### config.mk
export PLATFORM = sky130hd
export DESIGN_NAME = pwm_core
export DESIGN_NICKNAME = d
export VERILOG_FILES = /design/src/rtl/pwm_pkg.sv /design/src/rtl/pwm_prescaler.sv /design/src/rtl/pwm_core.sv
export SDC_FILE = /design/constraint.sdc
export NUM_CORES = 1
export LEC_CHECK = 0
export ABC_CLOCK_PERIOD_IN_PS = 9200
export BUFFER_PORTS_ARGS = -buffer_cell sky130_fd_sc_hd__buf_2
export CORE_AREA = 2 2 83 85
export CTS_CLUSTER_DIAMETER = 30
export DETAILED_ROUTE_END_ITERATION = 8
export DIE_AREA = 0 0 85 87
export GPL_ROUTABILITY_DRIVEN = 0
export HOLD_SLACK_MARGIN = 0.03
export PLACE_DENSITY = 0.79
export REMOVE_ABC_BUFFERS = 1
export SLEW_MARGIN = 30
export SYNTH_ARGS = -nofsm -noshare
export SYNTH_HDL_FRONTEND = slang
export SYNTH_SLANG_ARGS = --single-unit
### constraint.sdc
create_clock -name clk -period 9.2 [get_ports clk]
set_clock_uncertainty 0.1 [all_clocks]
set_input_delay 2.3 -clock clk [delete_from_list [all_inputs] [get_ports clk]]
set_output_delay 2.3 -clock clk [all_outputs]
set_load 0.01 [all_outputs]
### src/rtl/pwm_pkg.sv
// Shared definitions for the PWM generator.
package pwm_pkg;

  // Default width of period, duty, prescaler and all internal counters.
  localparam int unsigned PWM_W = 16;

endpackage : pwm_pkg

### src/rtl/pwm_prescaler.sv
// Clock prescaler: emits a one-cycle tick (clk_div) every presc_eff clocks while enabled.
// presc_eff must be at least 1; the caller clamps a programmed 0 up to 1.
module pwm_prescaler
  import pwm_pkg::*;
#(
  parameter int unsigned WIDTH = PWM_W
) (
  input  logic             clk,
  input  logic             reset,
  input  logic             enable,
  input  logic [WIDTH-1:0] presc_eff,
  output logic             clk_div,
  output logic [WIDTH-1:0] pcnt
);

  // >= rather than == so a prescaler that shrinks below pcnt ticks at once instead of
  // running the count all the way around.
  always_comb begin
    clk_div = enable && (pcnt >= (presc_eff - WIDTH'(1)));
  end

  // Prescale count: cleared by reset, while disabled and on every tick.
  always_ff @(posedge clk) begin
    if (reset) begin
      pcnt <= '0;
    end else if (!enable || clk_div) begin
      pcnt <= '0;
    end else begin
      pcnt <= pcnt + WIDTH'(1);
    end
  end

endmodule : pwm_prescaler

### src/rtl/pwm_core.sv
// PWM generator with programmable period, duty cycle and clock prescaler.
// Optional build macro PWM_CORE_SHADOW_EN: when defined, period/duty/prescaler are captured
// in shadow registers that update only at the period wrap, under reset or while disabled,
// giving glitch-free reprogramming. When undefined the inputs are used live every cycle.
module pwm_core
  import pwm_pkg::*;
#(
  parameter int unsigned WIDTH = PWM_W
) (
  input  logic             clk,
  input  logic             reset,
  input  logic [WIDTH-1:0] period,
  input  logic [WIDTH-1:0] duty_cycle,
  input  logic [WIDTH-1:0] prescaler,
  input  logic             enable,
  output logic             pwm_out
);

  logic [WIDTH-1:0] period_sh;
  logic [WIDTH-1:0] duty_sh;
  logic [WIDTH-1:0] presc_sh;
  logic [WIDTH-1:0] presc_eff;
  logic [WIDTH-1:0] period_minus_1;
  logic [WIDTH-1:0] counter;
  logic [WIDTH-1:0] pcnt;
  logic             clk_div;
  logic             wrap;

  // Derived period terms; period_minus_1 wraps to all-ones for a zero period, which is why
  // a zero period forces the wrap explicitly.
  always_comb begin
    presc_eff      = (presc_sh == '0) ? WIDTH'(1) : presc_sh;
    period_minus_1 = period_sh - WIDTH'(1);
    wrap           = (period_sh == '0) || (counter >= period_minus_1);
  end

`ifdef PWM_CORE_SHADOW_EN
  // Shadow settings: load under reset, while disabled and at the period boundary.
  always_ff @(posedge clk) begin
    if (reset || !enable || (clk_div && wrap)) begin
      period_sh <= period;
      duty_sh   <= duty_cycle;
      presc_sh  <= prescaler;
    end
  end
`else
  // Shadows bypassed: settings take effect on the next clock.
  always_comb begin
    period_sh = period;
    duty_sh   = duty_cycle;
    presc_sh  = prescaler;
  end
`endif

  pwm_prescaler #(
    .WIDTH (WIDTH)
  ) u_prescaler (
    .clk       (clk),
    .reset     (reset),
    .enable    (enable),
    .presc_eff (presc_eff),
    .clk_div   (clk_div),
    .pcnt      (pcnt)
  );

  // Period counter advances once per tick and returns to 0 at the wrap.
  always_ff @(posedge clk) begin
    if (reset || !enable) begin
      counter <= '0;
    end else if (clk_div) begin
      counter <= wrap ? '0 : counter + WIDTH'(1);
    end
  end

  // Registered compare: one clock of latency from counter to pin.
  always_ff @(posedge clk) begin
    if (reset || !enable) begin
      pwm_out <= 1'b0;
    end else begin
      pwm_out <= (period_sh != '0) && (counter < duty_sh);
    end
  end

endmodule : pwm_core

==> Flow_metrics.wiki <==
{| class="wikitable"
! Metric !! Value
|-
| Per-cell routed wire length || approximately 14 um
|-
| Vias in the first global route || between 2000 and 3000
|-
| TritonCTS clock tree || done
|-
| Number of synthesized register bits || 33
|-
| Busiest layer in global routing || met2
|-
| Warnings from Yosys || 0
|-
| Peak clock frequency supported by timing || around 0.17 GHz
|-
| Number of enable flip-flop cells after synthesis || 0
|-
| Net Sw Frac || about a quarter
|-
| Cell Area, Synth || 3180 sq um
|-
| Floorplan die area || around 7400 sq um
|-
| Net count of the finished layout || around 550
|-
| CP Capture Type || register
|-
| Number of buffers added to fix hold violations after cts || 0
|-
| P per Cell Area || approximately 94 nW/um^2
|-
| Die Wd || 85 um
|-
| Antenna-violating nets left || 0
|-
| Number of pins with negative max-slew slack in the final report || 0
|-
| Overall fraction of global-route tracks in use || between 20% and 30%
|-
| Combinational share of power || between 15 and 20%
|-
| Worst r2r src || counter[0]$_SDFFE_PP0P_
|-
| Worst EP arrival || approximately 6 ns
|-
| Global-route wire length before repair || ~13 mm
|-
| Resized cells post-CTS || 0
|-
| Total number of vias || 3046
|-
| Layout overhead on the synthesized area || 14.3%
|-
| Num CTS Buffers || 5
|-
| Skew-Pair Late Insertion Delay || just under 0.3 ns
|-
| Overall Power || ~0.00034 W
|-
| Share of cells above drive strength 1 || 15.7%
|-
| Aggregate negative setup slack || 0 ns
|-
| Total number of clock tree sinks || 33
|-
| Global-route track usage on met2 || roughly 37%
|-
| R2r endpoint || counter[1]$_SDFFE_PP0P_
|-
| Beginning of the worst hold path || u_prescaler.pcnt[0]$_SDFF_PP0_
|-
| Period utilisation layout || between 60% and 70%
|-
| Vias per std cell || roughly 5.8
|-
| Post-detailed-placement half-perimeter wirelength || 5.84 mm
|-
| PortBufs || around 50
|-
| Cell at the root of the clock tree || sky130_fd_sc_hd__clkbuf_8
|-
| Antenna cell count || 0
|-
| Top flip-flop cell by instance count after synthesis || sky130_fd_sc_hd__dfxtp_1
|-
| Sequential-to-total area share from yosys stat || between 20 and 25%
|-
| Total wire length after detailed routing || approximately 7.2 mm
|-
| Count of max-cap constraint violations || 0
|-
| Number of ports placed on the die boundary || 52
|-
| Avg Cell Area, Syn || 8.11 sq um
|-
| Worst-case headroom to the max-slew limit || a little under half
|-
| Depth of the worst hold-timing path || 1
|-
| Maximum clock path buffer count || 2
|-
| Core area || between 6000 and 7000 sq um
|-
| # H-tree levels || 2
|-
| Cell total after placement || about 520
|-
| Number of cell rows || 30
|-
| Post-synth ARST share || 0%
|-
| Leakage Power || approximately 1.6 nW
|-
| Met1 global-route usage || 24.2%
|-
| Class of the tightest hold or removal check || reg -> reg
|-
| Worst hold slack across all endpoints || about 0.38 ns
|-
| Largest fanout on the critical path || 28
|-
| Startpoint type of the worst setup path || input pin
|-
| Minimum period implied by the final worst setup slack || 5.87 ns
|-
| Largest net degree at the start of global routing || 29
|-
| Hold EP || u_prescaler.pcnt[0]$_SDFF_PP0_
|-
| Setup repair after global routing missed its margin || false
|-
| Setup violation total in the final timing report || 0
|-
| Fraction of met3 tracks used by global routing || around 2.3%
|-
| Effective utilization at floorplan || 48.4%
|-
| Peak VDD IR || between 0.00006 and 0.00007 V
|-
| FF-to-FF setup slack || approximately 6.6 ns
|-
| Iteration-0 DRC Markers || between 100 and 150
|-
| Overflow after GRT || 0
|-
| Start-to-end type of the worst setup path || in -> reg
|-
| Utilization after layout || between 50% and 60%
|-
| Number of distinct library cells after synthesis || 55
|-
| Reg2Reg Depth || 8
|-
| Antenna violations before repair || 0
|-
| Internal power consumption || 0.000256 W
|-
| Length of the first detailed-routing pass in iterations || 4
|-
| Post-CTS setup buffer count || 0
|-
| Outcome || finished, final reports clean
|-
| Switching component of the power || 0.0000860 W
|-
| Non-filler instance count after layout || 527
|-
| Final hold violation count || 0
|-
| Data required, critical path || roughly 9.3 ns
|-
| Slew at the pin closest to its max-slew limit || ~0.77 ns
|-
| DRC errors left || 0
|-
| Clock slew at the register clock pins of the worst setup and hold paths || approximately 0.07 ns
|-
| Count of mapped cells out of synthesis || between 300 and 400
|-
| Seq pwr share || 42.1%
|-
| Share of power burned in the clock network || 42.1%
|-
| Height of the die || 87 um
|}
critical path: stages:
cell	delay, ns
sky130_fd_sc_hd__buf_2	0.14
sky130_fd_sc_hd__or4_1	0.60
sky130_fd_sc_hd__nor4_2	0.26
sky130_fd_sc_hd__a41oi_1	0.20
sky130_fd_sc_hd__ha_1	0.28
sky130_fd_sc_hd__nand3_1	0.14
sky130_fd_sc_hd__nor3_1	0.07
sky130_fd_sc_hd__xnor2_1	0.13
sky130_fd_sc_hd__ha_1	0.28
sky130_fd_sc_hd__nand2_1	0.07
sky130_fd_sc_hd__nor4_1	0.37
sky130_fd_sc_hd__a32oi_1	0.23
sky130_fd_sc_hd__nand3b_2	0.52
sky130_fd_sc_hd__o22ai_1	0.16
sky130_fd_sc_hd__a31o_1	0.20
per-layer routing:
layer / share of wire, % / up-vias / wire length, um
li1: - / 1565 / -
met1: 43 / 1370 / 3110
met2: 50 / 96 / 3590
met3: 4.6 / 15 / 336
met4: 2.7 / 0 / 196
met5: 0 / - / 0
kinds of logic after synthesis:
logic type	after synthesis	synth area share, %
AOI/OAI and AO/OA	83	18.1
xor gates and xnor gates	36	9.92
adders and majority gates	51	20.1
buffers and inverters	32	4.02
DFF	33	20.8
and+or+nand+nor	157	27.1
synth_stat cells (6+ instances only):
cell,instances,area share (%)
sky130_fd_sc_hd__dfxtp_1,33,21
sky130_fd_sc_hd__o21ai_0,12,1.9
sky130_fd_sc_hd__ha_1,51,20
sky130_fd_sc_hd__nor2_1,43,5.1
sky130_fd_sc_hd__o22ai_1,6,1.2
sky130_fd_sc_hd__nor4_1,10,2.0
sky130_fd_sc_hd__nand2_1,25,3.0
sky130_fd_sc_hd__nand2b_1,6,1.2
sky130_fd_sc_hd__xor2_1,14,3.9
sky130_fd_sc_hd__a21o_1,8,1.9
sky130_fd_sc_hd__nor3_1,7,1.1
sky130_fd_sc_hd__xnor2_1,22,6.1
sky130_fd_sc_hd__nand3_1,25,3.9
sky130_fd_sc_hd__inv_1,28,3.3
sky130_fd_sc_hd__nand4_1,12,2.4
sky130_fd_sc_hd__a21oi_1,22,3.5
layout make-up:
cell class                 instances  area (sq um)
fill                             610          2940
inverter                          28           105
clock buffer                       7          86.3
tap                               80           100
multi-input combinational        327          2390
sequential                        33           661
timing repair buffer              51           255
clock inverter                     1          30.0
power by group through the flow:
| stage | Combinational, W | Clock, W | Sequential (W) |
|---|---|---|---|
| 2_1_floorplan | 0.0000299 | 0 | 0.000147 |
| 3_3_place_gp | 0.0000515 | 0 | 0.000147 |
| 3_5_place_dp | 0.0000540 | 0 | 0.000147 |
| 4_1_cts | 0.0000543 | 0.000147 | 0.000144 |
| 5_1_grt | 0.0000614 | 0.000151 | 0.000144 |
| 6_report | 0.0000539 | 0.000144 | 0.000144 |
flip-flops by register name, summed over array words and instances, names as in the netlist:
| signal | count |
|---|---|
| counter | 16 |
| pwm_out | 1 |
| u_prescaler.pcnt | 16 |
through the flow:
step	instance area (sq um)	worst slack, ns
global placement	3510	3.23
finish	3630	3.33
CTS	3630	3.35
global route	3630	2.94
floorplan	3160	3.69
detailed placement	3520	3.05
cell usage in the layout, fill, tap and decap left out, types with 6 or more instances in the layout:
master                     Yosys  final
sky130_fd_sc_hd__nand2b_1      6      6
sky130_fd_sc_hd__dfxtp_1      33     33
sky130_fd_sc_hd__nor3_1        7      7
sky130_fd_sc_hd__buf_2         0     51
sky130_fd_sc_hd__nand2_1      25     25
sky130_fd_sc_hd__a21o_1        8      8
sky130_fd_sc_hd__nand3_1      25     25
sky130_fd_sc_hd__xor2_1       14     14
sky130_fd_sc_hd__nor4_1       10     10
sky130_fd_sc_hd__o22ai_1       6      6
sky130_fd_sc_hd__clkbuf_8      0      6
sky130_fd_sc_hd__xnor2_1      22     22
sky130_fd_sc_hd__o21ai_0      12     12
sky130_fd_sc_hd__nand4_1      12     12
sky130_fd_sc_hd__nor2_1       43     43
sky130_fd_sc_hd__a21oi_1      22     22
sky130_fd_sc_hd__ha_1         51     51
sky130_fd_sc_hd__inv_1        28     28
worst max-delay path by stage:
stage / start / to / cells past startpoint
after global placement: prescaler[9] / counter[12]$_SDFFE_PP0P_ / 15
after CTS: prescaler[9] / counter[12]$_SDFFE_PP0P_ / 15
after floorplan: prescaler[9] / counter[12]$_SDFFE_PP0P_ / 14
after global routing: prescaler[9] / counter[15]$_SDFFE_PP0P_ / 15
after detailed placement: prescaler[9] / counter[12]$_SDFFE_PP0P_ / 15
final: prescaler[9] / counter[12]$_SDFFE_PP0P_ / 15
Power figures use the tool's default switching activity.
